==> src/rtl/intersection_pkg.sv <==
// intersection_pkg: shared state encoding and phase counter width for the intersection controller
package intersection_pkg;
  localparam int CW = 5;
  typedef enum logic [2:0] {
    AR_NS = 3'd0,
    NS_G  = 3'd1,
    NS_Y  = 3'd2,
    AR_EW = 3'd3,
    EW_G  = 3'd4,
    EW_Y  = 3'd5
  } state_e;
endpackage

==> src/rtl/intersection_if.sv <==
// intersection_if: call/preempt inputs and lamp/debug outputs of the intersection controller
interface intersection_if;
  logic       req_ns, req_ew, emerg, emerg_dir;
  logic       ns_r, ns_y, ns_g, ew_r, ew_y, ew_g;
  logic [2:0] phase;
  modport master (
    output req_ns, req_ew, emerg, emerg_dir,
    input  ns_r, ns_y, ns_g, ew_r, ew_y, ew_g, phase
  );
  modport slave (
    input  req_ns, req_ew, emerg, emerg_dir,
    output ns_r, ns_y, ns_g, ew_r, ew_y, ew_g, phase
  );
endinterface

==> src/rtl/phase_timer.sv <==
// phase_timer: saturating phase counter with clear, flags when the current phase duration is reached
module phase_timer
  import intersection_pkg::*;
(
  input  logic          clk,
  input  logic          rst,
  input  logic          clr,
  input  logic [CW-1:0] dur,
  output logic          hit
);
  logic [CW-1:0] count;
  always_ff @(posedge clk)
    if (rst || clr) count <= '0;
    else if (count != '1) count <= count + 1'b1;
  assign hit = count >= dur - 1'b1;
endmodule

==> src/rtl/intersection_ctrl.sv <==
// intersection_ctrl: two-way signal controller with call latches; EMERG_PREEMPT_EN enables emergency preemption
module intersection_ctrl
  import intersection_pkg::*;
#(
  parameter int MIN_G   = 4,
  parameter int Y_TIME  = 3,
  parameter int AR_TIME = 2
) (
  input logic           clk,
  input logic           rst,
  intersection_if.slave bus
);
  state_e        state, next;
  logic          call_ns, call_ew, hit, hold, clr, em_ns, em_ew;
  logic [CW-1:0] dur;
`ifdef EMERG_PREEMPT_EN
  assign em_ns = bus.emerg && !bus.emerg_dir;
  assign em_ew = bus.emerg && bus.emerg_dir;
`else
  logic unused_emerg;
  assign em_ns = 1'b0;
  assign em_ew = 1'b0;
  assign unused_emerg = bus.emerg ^ bus.emerg_dir;
`endif
  always_ff @(posedge clk)
    if (rst) begin
      state   <= AR_NS;
      call_ns <= 1'b0;
      call_ew <= 1'b0;
    end else begin
      state   <= next;
      call_ns <= (next == NS_G && state != NS_G) ? 1'b0 : call_ns | (bus.req_ns && state != NS_G);
      call_ew <= (next == EW_G && state != EW_G) ? 1'b0 : call_ew | (bus.req_ew && state != EW_G);
    end
  // A preempted target green keeps its timer cleared so normal timing restarts on release
  always_comb begin
    next = state;
    hold = 1'b0;
    dur  = (state == AR_NS || state == AR_EW) ? CW'(AR_TIME) :
           (state == NS_Y || state == EW_Y) ? CW'(Y_TIME) : CW'(MIN_G);
    case (state)
      AR_NS: next = hit ? NS_G : AR_NS;
      NS_G: begin
        hold = em_ns;
        next = (em_ew || (!em_ns && hit && call_ew)) ? NS_Y : NS_G;
      end
      NS_Y:  next = hit ? AR_EW : NS_Y;
      AR_EW: next = hit ? EW_G : AR_EW;
      EW_G: begin
        hold = em_ew;
        next = (em_ns || (!em_ew && hit && call_ns)) ? EW_Y : EW_G;
      end
      EW_Y:  next = hit ? AR_NS : EW_Y;
      default: next = AR_NS;
    endcase
    clr = hold || next != state;
  end
  phase_timer u_timer (.clk(clk), .rst(rst), .clr(clr), .dur(dur), .hit(hit));
  assign bus.ns_g  = state == NS_G;
  assign bus.ns_y  = state == NS_Y;
  assign bus.ns_r  = state != NS_G && state != NS_Y;
  assign bus.ew_g  = state == EW_G;
  assign bus.ew_y  = state == EW_Y;
  assign bus.ew_r  = state != EW_G && state != EW_Y;
  assign bus.phase = state;
endmodule

==> src/flat_wrapper.sv <==
// flat-port wrapper written by rule: the top's interface ports become plain ports
module intersection_ctrl_flat import intersection_pkg::*;
#(
  parameter int MIN_G   = 4,
  parameter int Y_TIME  = 3,
  parameter int AR_TIME = 2
)
  (clk, rst, bus_req_ns, bus_req_ew, bus_emerg, bus_emerg_dir, bus_ns_r, bus_ns_y, bus_ns_g, bus_ew_r, bus_ew_y, bus_ew_g, bus_phase);
  intersection_if bus_i ();
  input logic clk;
  input logic rst;
  input wire logic [$bits(bus_i.req_ns)-1:0] bus_req_ns;
  input wire logic [$bits(bus_i.req_ew)-1:0] bus_req_ew;
  input wire logic [$bits(bus_i.emerg)-1:0] bus_emerg;
  input wire logic [$bits(bus_i.emerg_dir)-1:0] bus_emerg_dir;
  output wire logic [$bits(bus_i.ns_r)-1:0] bus_ns_r;
  output wire logic [$bits(bus_i.ns_y)-1:0] bus_ns_y;
  output wire logic [$bits(bus_i.ns_g)-1:0] bus_ns_g;
  output wire logic [$bits(bus_i.ew_r)-1:0] bus_ew_r;
  output wire logic [$bits(bus_i.ew_y)-1:0] bus_ew_y;
  output wire logic [$bits(bus_i.ew_g)-1:0] bus_ew_g;
  output wire logic [$bits(bus_i.phase)-1:0] bus_phase;
  assign bus_i.req_ns = bus_req_ns;
  assign bus_i.req_ew = bus_req_ew;
  assign bus_i.emerg = bus_emerg;
  assign bus_i.emerg_dir = bus_emerg_dir;
  assign bus_ns_r = bus_i.ns_r;
  assign bus_ns_y = bus_i.ns_y;
  assign bus_ns_g = bus_i.ns_g;
  assign bus_ew_r = bus_i.ew_r;
  assign bus_ew_y = bus_i.ew_y;
  assign bus_ew_g = bus_i.ew_g;
  assign bus_phase = bus_i.phase;
  intersection_ctrl #(.MIN_G(MIN_G), .Y_TIME(Y_TIME), .AR_TIME(AR_TIME)) u_core (.clk(clk), .rst(rst), .bus(bus_i));
endmodule
==> config.mk <==
export PLATFORM = sky130hd
export DESIGN_NAME = intersection_ctrl_flat
export DESIGN_NICKNAME = d
export VERILOG_FILES = /design/src/rtl/intersection_pkg.sv /design/src/rtl/intersection_if.sv /design/src/rtl/phase_timer.sv /design/src/rtl/intersection_ctrl.sv /design/src/flat_wrapper.sv
export SDC_FILE = /design/constraint.sdc
export NUM_CORES = 1
export LEC_CHECK = 0
export BUFFER_PORTS_ARGS = -buffer_cell sky130_fd_sc_hd__buf_4
export CAP_MARGIN = 0
export CELL_PAD_IN_SITES_DETAIL_PLACEMENT = 0
export CELL_PAD_IN_SITES_GLOBAL_PLACEMENT = 1
export CORE_ASPECT_RATIO = 0.75
export CORE_MARGIN = 4
export CORE_UTILIZATION = 30
export DETAILED_ROUTE_END_ITERATION = 12
export GPL_ROUTABILITY_DRIVEN = 0
export PLACE_DENSITY = 0.73
export SLEW_MARGIN = 20
export SYNTH_ARGS = -nofsm -noshare
export SYNTH_HDL_FRONTEND = slang
export SYNTH_SLANG_ARGS = --single-unit
==> constraint.sdc <==
create_clock -name clk -period 3.4 [get_ports clk]
set_input_delay 0.68 -clock clk [delete_from_list [all_inputs] [get_ports clk]]
set_output_delay 0.68 -clock clk [all_outputs]
set_load 0.1 [all_outputs]
# After elaboration in Yosys (flattened, before gate mapping)
# Index checks and enable logic that the tools add are counted.
[op_classes]
addsub = 2
n_bitwise = 2
n_mux = 9
n_eq_ne = 13
order_cmp = 1
reduce_logical = 14
[op_table]
columns = ["operator", "count"]
rows = [
  ["$pmux 3 s6", 1],
  ["$eq 3x3->1 const B", 3],
  ["$mux 3", 3],
  ["$logic_and 1x1->1", 8],
  ["$eq 3x1->1 const B", 2],
  ["$eq 3x2->1 const B", 2],
  ["$ne 3x3->1 const B", 2],
  ["$add 5x1->5 const B", 1],
  ["$ge 5x5->1", 1],
  ["$mux 5", 1],
  ["$ne 5x5->1 const B", 1],
  ["$sub 5x1->5 const B", 1],
  ["$reduce_or 2->1", 2],
  ["$logic_not 3->1", 1],
  ["$logic_or 1x1->1", 3],
  ["$mux 1", 3],
  ["$ne 3x1->1 const B", 1],
  ["$ne 3x2->1 const B", 1],
  ["$ne 3x3->1", 1],
  ["$mux 2", 1],
  ["$or 1x1->1", 2],
]
[word_totals]
input_bits = 6
output_inout_bits = 9
regBits = 10

# Logic depth before layout (Yosys ltp)
[logic_depth]
word_depth = 12
depth_mapped = 11
ltp_nobuf = 10

# Cells and area by module
# A second synthesis with hierarchy kept.
[unflattened]
cells_unflattened = 87
hier_area_um2 = 730.7
[by_module_without_submodules]
columns = ["mod", "area_per_inst_um2", "cells_per_inst", "seq_area_each_um2", "instances"]
rows = [
  ["phase_timer", 381.6, 40, 100.1, 1],
  ["intersection_ctrl", 349.1, 47, 100.1, 1],
]

# Worst setup path before layout
# OpenSTA, ideal clock, no wires.
[synth_path]
path_type = "flip-flop to flip-flop"
from = "register u_core.state[2] (netlist: u_core.bus.phase[2])"
to = "register u_core.state[1] (netlist: u_core.bus.phase[1])"
path_stages_with_launch = 10
setup_time_ns = 0.121
synth_period_minus_slack_ns = 4.639
slack_ns = -1.239
path_buffers = 1
required_ns = 3.279
arrival_ns = 4.518
cell_sequence = "dfxtp_1 buf_2 nand2b_1 nor2_1 nor2_1 ha_1 nand4bb_1 nand3_2 nand2_1 mux2_2"
[synth_between]
elab_chain_len = 9
word_cells_on_any_way = 16
classes_between = "add/sub: 1; order compare: 1; eq/ne: 5; mux: 5; reduce/logical: 4"
[synth_rtl]
columns = ["element", "line", "text"]
rows = [
  ["start: declaration", "intersection_ctrl.sv:13", "state_e state, next;"],
  ["start signal: assignment", "intersection_ctrl.sv:31", "state <= next;"],
  ["$eq 3x3->1 (*)", "n/a", ""],
  ["net bus_ew_y", "flat_wrapper.sv:20", "output wire logic [$bits(bus_i.ew_y)-1:0] bus_ew_y;"],
  ["$logic_or 1x1->1", "intersection_ctrl.sv:40", "(state == NS_Y || state == EW_Y) ? CW'(Y_TIME) : CW'(MIN_G);"],
  ["$mux 3", "intersection_ctrl.sv:40", ""],
  ["$mux 5", "intersection_ctrl.sv:39", "dur = (state == AR_NS || state == AR_EW) ? CW'(AR_TIME) :"],
  ["$sub 5x1->5", "phase_timer.sv:15", "assign hit = count >= dur - 1'b1;"],
  ["$ge 5x5->1", "phase_timer.sv:15", ""],
  ["$logic_and 1x1->1", "intersection_ctrl.sv:45", "next = (em_ew || (!em_ns && hit && call_ew)) ? NS_Y : NS_G;"],
  ["$mux 2", "intersection_ctrl.sv:45", ""],
  ["$pmux 3 s6 (*)", "intersection_ctrl.sv:41", "case (state)"],
]
# Mark *: on every way through the listed nets, which the timed path passes. The rest lies on a longest branch.
# A chain may end at the register's enable or synchronous reset.

# Worst setup path in the final report
[layout_path]
from = "register u_core.state[1] (netlist: u_core.bus.phase[1])"
to = "register u_core.state[2] (netlist: u_core.bus.phase[2])"
[layout_between]
elab_chain_len = 8
word_cells_on_any_way = 15
classes_between = "add/sub: 1; order compare: 1; eq/ne: 5; mux: 5; reduce/logical: 3"
[layout_rtl]
columns = ["element", "line"]
rows = [
  ["$eq 3x2->1 / $eq 3x3->1 (equally long branches)", "intersection_ctrl.sv:40, intersection_ctrl.sv:41"],
  ["$logic_or 1x1->1", "intersection_ctrl.sv:40"],
  ["$mux 3", "intersection_ctrl.sv:40"],
  ["$mux 5", "intersection_ctrl.sv:39"],
  ["$sub 5x1->5", "phase_timer.sv:15"],
  ["$ge 5x5->1", "phase_timer.sv:15"],
  ["$mux 3 (on tied branches)", "intersection_ctrl.sv:53, intersection_ctrl.sv:48"],
  ["$pmux 3 s6 (*)", "intersection_ctrl.sv:41"],
]
# Mark *: on every way between the ends. The rest lies on a longest branch, timed or not.

==> impl_metrics.prom <==
# TYPE chip_impl_metric gauge
chip_impl_metric{name="highest_cell_delay_on_the_worst_timing_path",unit="ns"} 0.41
chip_impl_metric{name="placementRows",unit=""} 14
chip_impl_metric{name="htree_levels",unit=""} 1
chip_impl_metric{name="period_needed",unit="ns"} 2.67
chip_impl_metric{name="multi_input_comb_area",unit="um^2"} 460
chip_impl_metric{name="worst_r2r_path_depth",unit=""} 10
chip_impl_metric{name="design.portCount",unit=""} 15
chip_impl_metric{name="cts_made_buffers",unit=""} 3
chip_impl_metric{name="synth_nets",unit=""} 90
chip_impl_metric{name="report.final.hold_viol_count",unit=""} 0
chip_impl_metric{name="drt_pass1_iterations",unit=""} 4
chip_impl_info{name="min-delay-path-class",value="flop to flop"} 1
chip_impl_metric{name="number_of_port_buffers",unit=""} 12
chip_impl_metric{name="drt.antenna.violating_nets",unit=""} 0
chip_impl_metric{name="netlist-cell-type-count",unit=""} 34
chip_impl_info{name="start_kind",value="flop"} 1
chip_impl_metric{name="n_fill_cell",unit=""} 210
chip_impl_metric{name="syn-instance-count",unit=""} 78
chip_impl_metric{name="final_critical_path_setup_slack",unit="ns"} 0.729
chip_impl_metric{name="antenna_found_initial",unit=""} 0
chip_impl_metric{name="syn_avg_cell_area",unit="um^2"} 8.82
chip_impl_info{name="cts-root-buf",value="clkbuf_4"} 1
chip_impl_metric{name="clock_sinks",unit=""} 10
chip_impl_metric{name="layout.area.seq",unit="um^2"} 201
chip_impl_metric{name="core",unit="um^2"} 2080
chip_impl_metric{name="critical_path.n_buffers_inverters",unit=""} 1
chip_impl_metric{name="worst_ep_arrival_time",unit="ns"} 2.83
chip_impl_info{name="status",value="finished clean"} 1
chip_impl_metric{name="wire_length_of_the_first_global_routing_pass",unit="mm"} 2.41
chip_impl_metric{name="fin_tns_setup",unit="ns"} 0
chip_impl_metric{name="finalNetCount",unit=""} 104
chip_impl_metric{name="fmax",unit="MHz"} 374
chip_impl_metric{name="post-cts-setup-buffers",unit=""} 0
chip_impl_metric{name="ir_worst_vdd",unit="mV"} 0.197
chip_impl_metric{name="maxcap_viol_count",unit=""} 0
chip_impl_metric{name="reg2reg_slack",unit="ns"} 0.73
chip_impl_info{name="timing.critical_path.max_delay_family",value="simple AND/OR/NAND/NOR gates"} 1
chip_impl_metric{name="final.setup_skew",unit="ns"} 0.00624
chip_impl_metric{name="postRouteWirelength",unit="mm"} 1.41
chip_impl_info{name="crit_slowest_cell",value="dfxtp_1"} 1
chip_impl_metric{name="setup-violations-final",unit=""} 0
chip_impl_metric{name="die_x",unit="um"} 63.3
chip_impl_metric{name="grt_start_max_net_pins",unit=""} 13
chip_impl_metric{name="routed_wl_per_cell",unit="um"} 12.3
chip_impl_info{name="crit-reg2reg-launch",value="u_core.bus.phase[1]"} 1
chip_impl_metric{name="timing.critical_path.fanout_max",unit=""} 10
chip_impl_info{name="min-delay-start",value="u_core.call_ns"} 1
chip_impl_metric{name="p_leak",unit="nW"} 0.376
chip_impl_info{name="grt_setup_unrepaired",value="false"} 1
chip_impl_metric{name="clk_latency",unit="ns"} 0.27
chip_impl_metric{name="globalRouteOverflowTotal",unit=""} 0
chip_impl_metric{name="initial_core_util",unit="%"} 33.0
chip_impl_metric{name="floorplan.die.height",unit="um"} 49.5
chip_impl_metric{name="netlist_area_before_placement",unit="um^2"} 688
chip_impl_metric{name="timing_max_transition_violations_final",unit=""} 0
chip_impl_info{name="crit_chain",value="nand2b_4 > or2_4 > nand2_1 > inv_1 > ha_1 > ha_1 > a2111oi_4 > nand3_2 > nand2_1 > mux2_2"} 1
chip_impl_metric{name="cts_hold_buffers",unit=""} 0
chip_impl_metric{name="viasPerCell",unit=""} 5.11
chip_impl_metric{name="synth.yosys.warnings",unit=""} 0
chip_impl_metric{name="timing_worst_slew_pin_value",unit="ns"} 0.339
chip_impl_metric{name="hold_depth",unit=""} 2
chip_impl_metric{name="synth_seq_area_share",unit="%"} 29.1
chip_impl_metric{name="power_per_cell_area",unit="nW/um^2"} 896
chip_impl_info{name="cts_tree",value="done"} 1
chip_impl_metric{name="dp_slack",unit="ns"} 0.737
chip_impl_metric{name="clk_transition_reported_paths",unit="ns"} 0.08
chip_impl_info{name="whs_endpoint",value="u_core.call_ns"} 1
chip_impl_metric{name="timing.final.crit_share",unit="%"} 78.6
chip_impl_metric{name="share_of_final_layout_standard_cells_stronger_than_drive_strength_1",unit="%"} 33.0
chip_impl_info{name="worst_setup_path_end_kind",value="flop"} 1
chip_impl_metric{name="design_power_total",unit="mW"} 0.756
chip_impl_metric{name="route.detailed.drc",unit=""} 0
chip_impl_metric{name="slew_headroom",unit="%"} 77.3
chip_impl_metric{name="cts.path.max_buffers",unit=""} 2
chip_impl_metric{name="via_count_of_the_first_global_routing_pass",unit=""} 533
chip_impl_info{name="worstReg2RegEnd",value="u_core.bus.phase[2]"} 1
chip_impl_metric{name="yosys_register_bits",unit=""} 10
chip_impl_metric{name="grt.total_usage",unit="%"} 9.55
chip_impl_metric{name="antenna-diode-count",unit=""} 0
chip_impl_info{name="crit_start",value="u_core.bus.phase[1]"} 1
chip_impl_metric{name="half_perimeter_wire_length_after_detailed_placement",unit="mm"} 1.10
chip_impl_metric{name="drt_iter0_drc",unit=""} 35
chip_impl_metric{name="die-area",unit="um^2"} 3130
chip_impl_metric{name="worst_ep_required_time",unit="ns"} 3.56
chip_impl_metric{name="layout_area_growth_over_synthesis",unit="%"} 22.7
chip_impl_metric{name="post_cts.resized_instances",unit=""} 0
chip_impl_metric{name="dr_total_vias",unit=""} 588
chip_impl_info{name="path_class",value="flop to flop"} 1
layout make-up:
type                    count  area share (%)
inverters                   5            2.22
clock buffers               4            4.30
repair buffers             13            11.6
multi-input cells          59            54.5
flip-flops and latches     10            23.9
well taps                  24            3.56
through the flow:
step,utilization [%],area (um^2),instances,hold slack [ns]
global placement,38.8,808,111,0.526
CTS,40.5,845,115,0.541
detailed placement,38.8,808,111,0.530
global route,40.5,845,115,0.586
finish,40.5,845,115,0.548
floorplan,-,712,78,0.507
cell families (layout without fill, tap and decap cells):
kind of cell               count (synthesis)  in the layout  share of synthesized area (%)
AOI/OAI and AO/OA                         11             11                           13.5
xor gates and xnor gates                   4              4                           5.09
adders and majority gates                  6              6                           10.9
buffers and inverters                      9             22                           7.27
DFF                                       10             10                           29.1
muxes                                      4              4                           6.18
and+or+nand+nor                           34             34                           28.0
placed cells by master (no fill, tap or decap):
cell type and count:
o21bai_1 1, nor3b_1 2, o211ai_1 1, nand2b_2 1, mux2_2 2, nand2_1 4, nand4bb_1 1, nor2_4 2
xor2_1 3, nand3b_1 1, ha_1 6, nor3_1 1, buf_4 13, and3_1 1, dfxtp_2 1, nor4_1 1
nor2_2 2, or3_1 1, nand2b_1 2, clkbuf_4 3, nor2_1 9, or2_4 1, inv_1 5, a2111oi_4 1
mux2i_1 2, nand4b_1 1, nor2b_1 1, a21oi_1 4, a21bo_2 1, nand2b_4 1, nand3_1 1, o21a_1 1
a211oi_1 1, nand3_2 1, xnor2_1 1, clkbuf_8 1, dfxtp_1 9, o21ai_0 1
power breakdown:
part           switching, mW  total (mW)  internal [mW]
clock network         0.0454       0.110         0.0650
registers             0.0306       0.175          0.144
logic                  0.313       0.471          0.158
worst max path at each step:
stage	endpoint	slack, ns	depth (start not counted)
after floorplan	u_core.bus.phase[2]	0.05	9
after global placement	u_core.bus.phase[2]	0.76	10
after detailed placement	u_core.bus.phase[1]	0.74	10
after CTS	u_core.bus.phase[1]	0.72	10
after global routing	u_core.bus.phase[1]	0.58	10
final	u_core.bus.phase[2]	0.73	10
synthesized netlist by cell type, drive strengths merged:
master    n  area share, %
nand4b    1            1.3
dfxtp    10             29
a21oi     4            2.9
and3      1           0.91
nand3b    1            1.1
nand3     2            2.2
nor3      1           0.73
nand4bb   1            1.6
nor4      1           0.91
o21bai    1            1.1
nor2b     1           0.91
xnor2     1            1.3
nand2b    4            4.7
or2       1            1.3
o21ai     1           0.73
inv       5            2.7
xor2      3            3.8
o21a      1            1.1
o211ai    1            1.1
a21bo     1            1.5
nand2     4            2.2
nor2     13            7.1
a2111oi   1            4.0
ha        6             11
clkbuf    1           0.54
buf       3            4.0
or3       1           0.91
mux2      2            3.3
a211oi    1            1.1
mux2i     2            2.9
nor3b     2            2.2
sequential cells by signal (all words and copies together), names as in the netlist:
| register | flops |
|---|---|
| u_core.call_ns | 1 |
| u_core.call_ew | 1 |
| u_core.bus.phase | 3 |
| u_core.u_timer.count | 5 |
per-layer routing:
| metal | vias to the layer above | share of wire [%] | global-route usage [%] |
|---|---|---|---|
| met5 | - | 0 | 0 |
| met4 | 0 | 0.99 | 4.30 |
| met3 | 2 | 3.3 | 1.36 |
| met2 | 18 | 41 | 12.6 |
| met1 | 275 | 55 | 14.8 |
| li1 | 293 | - | - |
worst min-delay path, delay by kind of cell (launching register included):
kind,cells,cell delay (ns)
flip-flops,1,0.33
AO/OA/AOI/OAI,2,0.18
Power figures use the tool's default switching activity.
